**src/rtl/alu_muldiv_seq.sv**
```systemverilog
`default_nettype none
// ============================================================================
// Module   : alu_muldiv_seq
// Brief    : 16-bit unsigned MUL / DIVU sequencer that borrows a shared
//            combinational ALU (shift-add multiply, restoring divide).
//            Define NLP_MULDIV_DIV_EN to build the divide datapath.
// Revision : 1.0 - initial release
// ============================================================================
module alu_muldiv_seq (
   input  logic        i_clk,
   input  logic        i_rst,
   input  logic        i_start,
   input  logic        i_op,
   input  logic [15:0] i_op_a,
   input  logic [15:0] i_op_b,
   output logic        o_busy,
   output logic        o_done,
   output logic [15:0] o_result_lo,
   output logic [15:0] o_result_hi,
   output logic        o_err,
   output logic [5:0]  o_alu_ctrl,
   output logic [15:0] o_alu_a,
   output logic [15:0] o_alu_b,
   output logic        o_alu_carry,
   input  logic [15:0] i_alu_data,
   input  logic [3:0]  i_alu_flag
);

   typedef enum logic [1:0] {
      S_IDLE = 2'd0,
      S_RUN  = 2'd1,
      S_DONE = 2'd2
   } state_t;

   localparam logic [5:0] C_ALU_PASS  = 6'h00;
   localparam logic [5:0] C_ALU_ADD   = 6'h0A;
   localparam logic [5:0] C_ALU_SUB   = 6'h09;
   localparam logic [3:0] C_LAST_ITER = 4'd15;

   state_t      r_state;
   logic [3:0]  r_cnt;
   logic [15:0] r_opnd;
   logic [15:0] r_hi;
   logic [15:0] r_lo;
   logic        r_busy;
   logic        r_done;
   logic        r_err;
   logic [15:0] r_res_lo;
   logic [15:0] r_res_hi;

   logic        w_run;
   logic        w_carry;
   logic [16:0] w_mul_sum;
   logic [15:0] w_mul_hi;
   logic [15:0] w_mul_lo;
   logic [15:0] w_nxt_hi;
   logic [15:0] w_nxt_lo;
   logic        w_unused_flags;

   assign w_run          = (r_state == S_RUN);
   assign w_carry        = i_alu_flag[3];
   assign w_unused_flags = &{1'b0, i_alu_flag[2:0]};

   // {acc_hi, mq} shifts right as one 33-bit value with the adder carry on top
   assign w_mul_sum = r_lo[0] ? {w_carry, i_alu_data} : {1'b0, r_hi};
   assign w_mul_hi  = w_mul_sum[16:1];
   assign w_mul_lo  = {w_mul_sum[0], r_lo[15:1]};

`ifdef NLP_MULDIV_DIV_EN
   logic        r_op;
   logic [16:0] w_div_t;
   logic        w_div_ok;
   logic [15:0] w_div_hi;
   logic [15:0] w_div_lo;

   // t[16] set means the partial remainder already exceeds 16 bits
   assign w_div_t  = {r_hi, r_lo[15]};
   assign w_div_ok = w_div_t[16] | ~w_carry;
   assign w_div_hi = w_div_ok ? i_alu_data : w_div_t[15:0];
   assign w_div_lo = {r_lo[14:0], w_div_ok};

   assign w_nxt_hi   = r_op ? w_div_hi : w_mul_hi;
   assign w_nxt_lo   = r_op ? w_div_lo : w_mul_lo;
   assign o_alu_ctrl = !w_run ? C_ALU_PASS : (r_op ? C_ALU_SUB : C_ALU_ADD);
   assign o_alu_a    = !w_run ? 16'h0000 : (r_op ? w_div_t[15:0] : r_hi);
`else
   assign w_nxt_hi   = w_mul_hi;
   assign w_nxt_lo   = w_mul_lo;
   assign o_alu_ctrl = w_run ? C_ALU_ADD : C_ALU_PASS;
   assign o_alu_a    = w_run ? r_hi : 16'h0000;
`endif

   assign o_alu_b     = w_run ? r_opnd : 16'h0000;
   assign o_alu_carry = 1'b0;

   always_ff @(posedge i_clk or posedge i_rst) begin
      if (i_rst) begin
         r_state  <= S_IDLE;
         r_cnt    <= 4'd0;
         r_opnd   <= 16'h0000;
         r_hi     <= 16'h0000;
         r_lo     <= 16'h0000;
         r_busy   <= 1'b0;
         r_done   <= 1'b0;
         r_err    <= 1'b0;
         r_res_lo <= 16'h0000;
         r_res_hi <= 16'h0000;
`ifdef NLP_MULDIV_DIV_EN
         r_op     <= 1'b0;
`endif
      end else begin
         case (r_state)
            S_IDLE: begin
               if (i_start) begin
                  r_cnt  <= 4'd0;
                  r_busy <= 1'b1;
                  r_err  <= 1'b0;
                  r_hi   <= 16'h0000;
`ifdef NLP_MULDIV_DIV_EN
                  r_op   <= i_op;
                  r_opnd <= i_op ? i_op_b : i_op_a;
                  r_lo   <= i_op ? i_op_a : i_op_b;
                  if (i_op && (i_op_b == 16'h0000)) begin
                     r_state  <= S_DONE;
                     r_done   <= 1'b1;
                     r_err    <= 1'b1;
                     r_res_lo <= 16'hFFFF;
                     r_res_hi <= i_op_a;
                  end else begin
                     r_state <= S_RUN;
                  end
`else
                  r_opnd <= i_op_a;
                  r_lo   <= i_op_b;
                  if (i_op) begin
                     r_state  <= S_DONE;
                     r_done   <= 1'b1;
                     r_err    <= 1'b1;
                     r_res_lo <= 16'h0000;
                     r_res_hi <= 16'h0000;
                  end else begin
                     r_state <= S_RUN;
                  end
`endif
               end
            end
            S_RUN: begin
               r_hi  <= w_nxt_hi;
               r_lo  <= w_nxt_lo;
               r_cnt <= r_cnt + 4'd1;
               if (r_cnt == C_LAST_ITER) begin
                  r_state  <= S_DONE;
                  r_done   <= 1'b1;
                  r_res_hi <= w_nxt_hi;
                  r_res_lo <= w_nxt_lo;
               end
            end
            S_DONE: begin
               r_state <= S_IDLE;
               r_done  <= 1'b0;
               r_busy  <= 1'b0;
            end
            default: begin
               r_state <= S_IDLE;
               r_done  <= 1'b0;
               r_busy  <= 1'b0;
            end
         endcase
      end
   end

   assign o_busy      = r_busy;
   assign o_done      = r_done;
   assign o_err       = r_err;
   assign o_result_lo = r_res_lo;
   assign o_result_hi = r_res_hi;

endmodule
`default_nettype wire

```
**config.mk**
```make
export PLATFORM = sky130hd
export DESIGN_NAME = alu_muldiv_seq
export DESIGN_NICKNAME = d
export VERILOG_FILES = /design/src/rtl/alu_muldiv_seq.sv
export SDC_FILE = /design/constraint.sdc
export NUM_CORES = 1
export LEC_CHECK = 0
export CAP_MARGIN = 10
export CORE_ASPECT_RATIO = 0.9
export CORE_MARGIN = 4
export CORE_UTILIZATION = 43
export DETAILED_ROUTE_END_ITERATION = 10
export GPL_ROUTABILITY_DRIVEN = 0
export HOLD_SLACK_MARGIN = 0.08
export MAX_ROUTING_LAYER = met4
export PLACE_DENSITY_LB_ADDON = 0.05
export SYNTH_ARGS = -nofsm -noshare
export SYNTH_HDL_FRONTEND = slang
export SYNTH_SLANG_ARGS = --single-unit
```
**constraint.sdc**
```tcl
create_clock -name i_clk -period 4.1 [get_ports i_clk]
set_clock_uncertainty 0.15 [all_clocks]
set_input_delay 0.615 -clock i_clk [delete_from_list [all_inputs] [get_ports i_clk]]
set_output_delay 0.615 -clock i_clk [all_outputs]
set_load 0.005 [all_outputs]
```
==> impl_metrics.json <==
{
  "grt_util_met2_pct": 29.9,
  "post-route-drc-count": 0,
  "timing.max_slew.rel_slack_pct": 29.6,
  "antenna_found_initial": 0,
  "hold_class": "reg2reg",
  "synthToLayoutAreaGrowth_pct": 34.9,
  "drv_slew": 0,
  "fin_tns_setup_ns": 0,
  "cts_setup_buffers": 0,
  "period_needed_ns": 2.96,
  "io_buffers": 121,
  "crit_type": "reg2out",
  "yosysWarningCount": 0,
  "power_density_nw_per_um2": 603,
  "tightest_slew_ns": 1.06,
  "grt_use_total_pct": 19.1,
  "grt_pass1_vias": 3320,
  "path_clk_slew_ns": 0.09,
  "timing.final.setup_violations": 0,
  "rsz0062_at_grt": "no",
  "tritoncts": "yes",
  "max_freq_ghz": 0.338,
  "power.net_switching_mw": 1.16,
  "rows": 34,
  "clock_path_buffers": 2,
  "met1_usage_pct": 25.7,
  "vdd_drop_max_v": 0.000375,
  "rrSetupSlack_ns": 1.74,
  "leakagePower_nw": 2.44,
  "avgSynthCellArea_sq_um": 10.5,
  "outcome": "completed",
  "crit_arrival_ns": 2.19,
  "drtIter0Drc": 180,
  "dp_hpwl_microns": 6750,
  "fp.dieW_microns": 112,
  "placedInstanceArea_sq_um": 5430,
  "met3_usage_pct": 3.85,
  "post-route-period-util_pct": 72.2,
  "antenna_cells": 0,
  "required_ns": 3.34,
  "power_switching_share_pct": 33.6,
  "cp_max_fo": 70,
  "clock_latency_ns": 0.35,
  "comb_power_share_pct": 39.4,
  "routed_wl_microns": 10500,
  "cts_inserted_buffers": 9,
  "cts_root_buffer": "clkbuf_8",
  "grt_pass1_wl_microns": 17000,
  "timing.hold.ws_ns": 0.352,
  "start_kind": "flop",
  "cts.sinks": 89,
  "syn-cell-area_sq_um": 4220,
  "internal_power_mw": 2.28,
  "fin_util_pct": 59.3,
  "seqPwrFrac_pct": 40.2,
  "place_ws_ns": 1.49,
  "nNetsFinal": 563,
  "fin_area_sq_um": 5700,
  "post_cts_resized": 0,
  "pin_count": 130,
  "fp.dieH_microns": 102,
  "grt.busiest_layer": "met2",
  "ant_nets": 0,
  "die_area_sq_um": 11500,
  "ys_types": 40,
  "drive_above_1_share_pct": 11.7,
  "core_area_sq_um": 9610,
  "finalHoldViolations": 0,
  "seq_area_frac_synth_pct": 52.7,
  "fillers": 854,
  "postCtsHoldBufs": 0,
  "wl_per_cell_microns": 16.6,
  "ys_ff_latch": 89,
  "syn-instance-count": 402,
  "start_util_pct": 43.9,
  "cap_violations": 0,
  "vias": 3327,
  "grt_overflow_total": 0,
  "vias_per_cell": 5.22,
  "grt_start_max_net_pins": 90,
  "p_clk_share_pct": 20.3,
  "postLayoutSetupSlackWorst_ns": 1.14,
  "setup.worst_path.end_class": "primary output",
  "htree_levels": 3,
  "first_pass_iters": 4
}
## worst paths after layout
check | start | end | cells after the start
worst max-delay path | r_state[1]$_DFFE_PP0P_ | o_alu_a[0] | 4
worst min-delay path | r_hi[7]$_DFFE_PP0P_ | r_hi[7]$_DFFE_PP0P_ | 2
worst max register to register | r_cnt[0]$_DFFE_PP0P_ | o_result_hi[8]$_DFFE_PP0P_ | 4
worst min register to register | r_hi[7]$_DFFE_PP0P_ | r_hi[7]$_DFFE_PP0P_ | 2
max in group asynchronous | i_rst | r_hi[0]$_DFFE_PP0P_ | 3
min in group asynchronous | i_rst | r_opnd[4]$_DFFE_PP0P_ | 2
## power by group through the flow
stage / sequential, mW / combinational [mW] / clock [mW]
floorplan: 1.30 / 0.898 / 0
global placement: 1.38 / 1.34 / 0
detailed placement: 1.39 / 1.37 / 0
CTS: 1.38 / 1.38 / 0.713
global route: 1.42 / 1.49 / 0.746
finish: 1.38 / 1.36 / 0.698
## sequential cells by signal, summed over array words and instances (netlist names), 2 cells and up
name and flops:
r_cnt 4, o_result_hi 16, o_result_lo 16, r_hi 16
r_state 2, r_opnd 16, r_lo 16
## kinds of logic (layout without fill, tap and decap cells)
kind of cell / after synthesis / count (layout) / share of synthesized area (%)
XOR/XNOR: 1 / 1 / 0.207
AND/OR/NAND/NOR: 129 / 129 / 16.3
buffers and inverters: 44 / 149 / 5.83
adder cells (fa/ha/maj): 1 / 1 / 0.296
AO/OA/AOI/OAI: 104 / 104 / 14.9
other: 1 / 5 / 0.0888
multiplexers: 33 / 33 / 9.66
flip-flops: 89 / 89 / 52.7
## cell type report
cell class	instances	area [sq um]	share of cell area, %
Inverter	4	20.0	0.351
Sequential cell	89	2230	39.1
Tap cell	126	158	2.77
Clock buffer	11	151	2.66
Multi-Input combinational cell	273	1770	31.0
Timing Repair Buffer	129	1290	22.7
Clock inverter	5	86.3	1.51
## synthesized netlist by cell type
library cell | count | area share, %
inv_4 | 1 | 0.15
xnor2_1 | 1 | 0.21
buf_6 | 2 | 0.53
and3b_1 | 1 | 0.21
and2b_1 | 1 | 0.18
buf_2 | 11 | 1.3
and3_1 | 1 | 0.15
nand4_1 | 2 | 0.30
nor3_1 | 15 | 1.8
a32o_1 | 1 | 0.24
conb_1 | 1 | 0.089
nand3_1 | 18 | 2.1
a21oi_1 | 20 | 2.4
ha_1 | 1 | 0.30
a22o_1 | 1 | 0.21
clkbuf_1 | 12 | 1.1
nor2b_1 | 16 | 2.4
o21ai_0 | 48 | 5.7
and2_1 | 33 | 4.9
nor2_1 | 2 | 0.18
o22ai_1 | 1 | 0.15
buf_1 | 1 | 0.089
nand3b_1 | 1 | 0.18
inv_1 | 3 | 0.27
buf_4 | 13 | 2.3
mux2_2 | 2 | 0.53
o211ai_1 | 1 | 0.18
nand2b_1 | 1 | 0.15
nand2_1 | 35 | 3.1
dfrtp_1 | 89 | 53
clkbuf_2 | 1 | 0.12
a31o_2 | 15 | 3.1
or3b_4 | 1 | 0.27
o21ai_1 | 1 | 0.12
a22oi_1 | 15 | 2.7
nand2_2 | 1 | 0.15
o21bai_1 | 1 | 0.18
mux2_4 | 15 | 5.3
mux2i_1 | 16 | 3.8
nand4bb_1 | 1 | 0.27
## critical path: stages, from the launching register on
cell and delay [ns]:
dfrtp_1 0.39, nand2b_1 0.19, inv_4 0.50, and2_1 0.21, clkdlybuf4s50_1 0.54
## metrics by stage
step	std cells	power, mW
floorplan	406	2.20
global placement	620	2.73
detailed placement	620	2.76
CTS	636	3.47
global route	637	3.66
finish	637	3.44
## routing by layer
layer,vias up,part of all wire [%]
met4,0,1.0
met5,-,0
met2,98,47
li1,1600,-
met1,1618,47
met3,11,5.1
## cells in the final DEF (no fill, tap or decap), drive strengths merged, types with 15 or more instances in the layout
master,instances
dfrtp,89
clkdlybuf4s50,121
nand2,36
mux2,17
nor3,15
nand3,18
nor2b,16
o21ai,49
and2,33
a22oi,15
a31o,15
mux2i,16
a21oi,20
(Power assumes the default switching activity.)
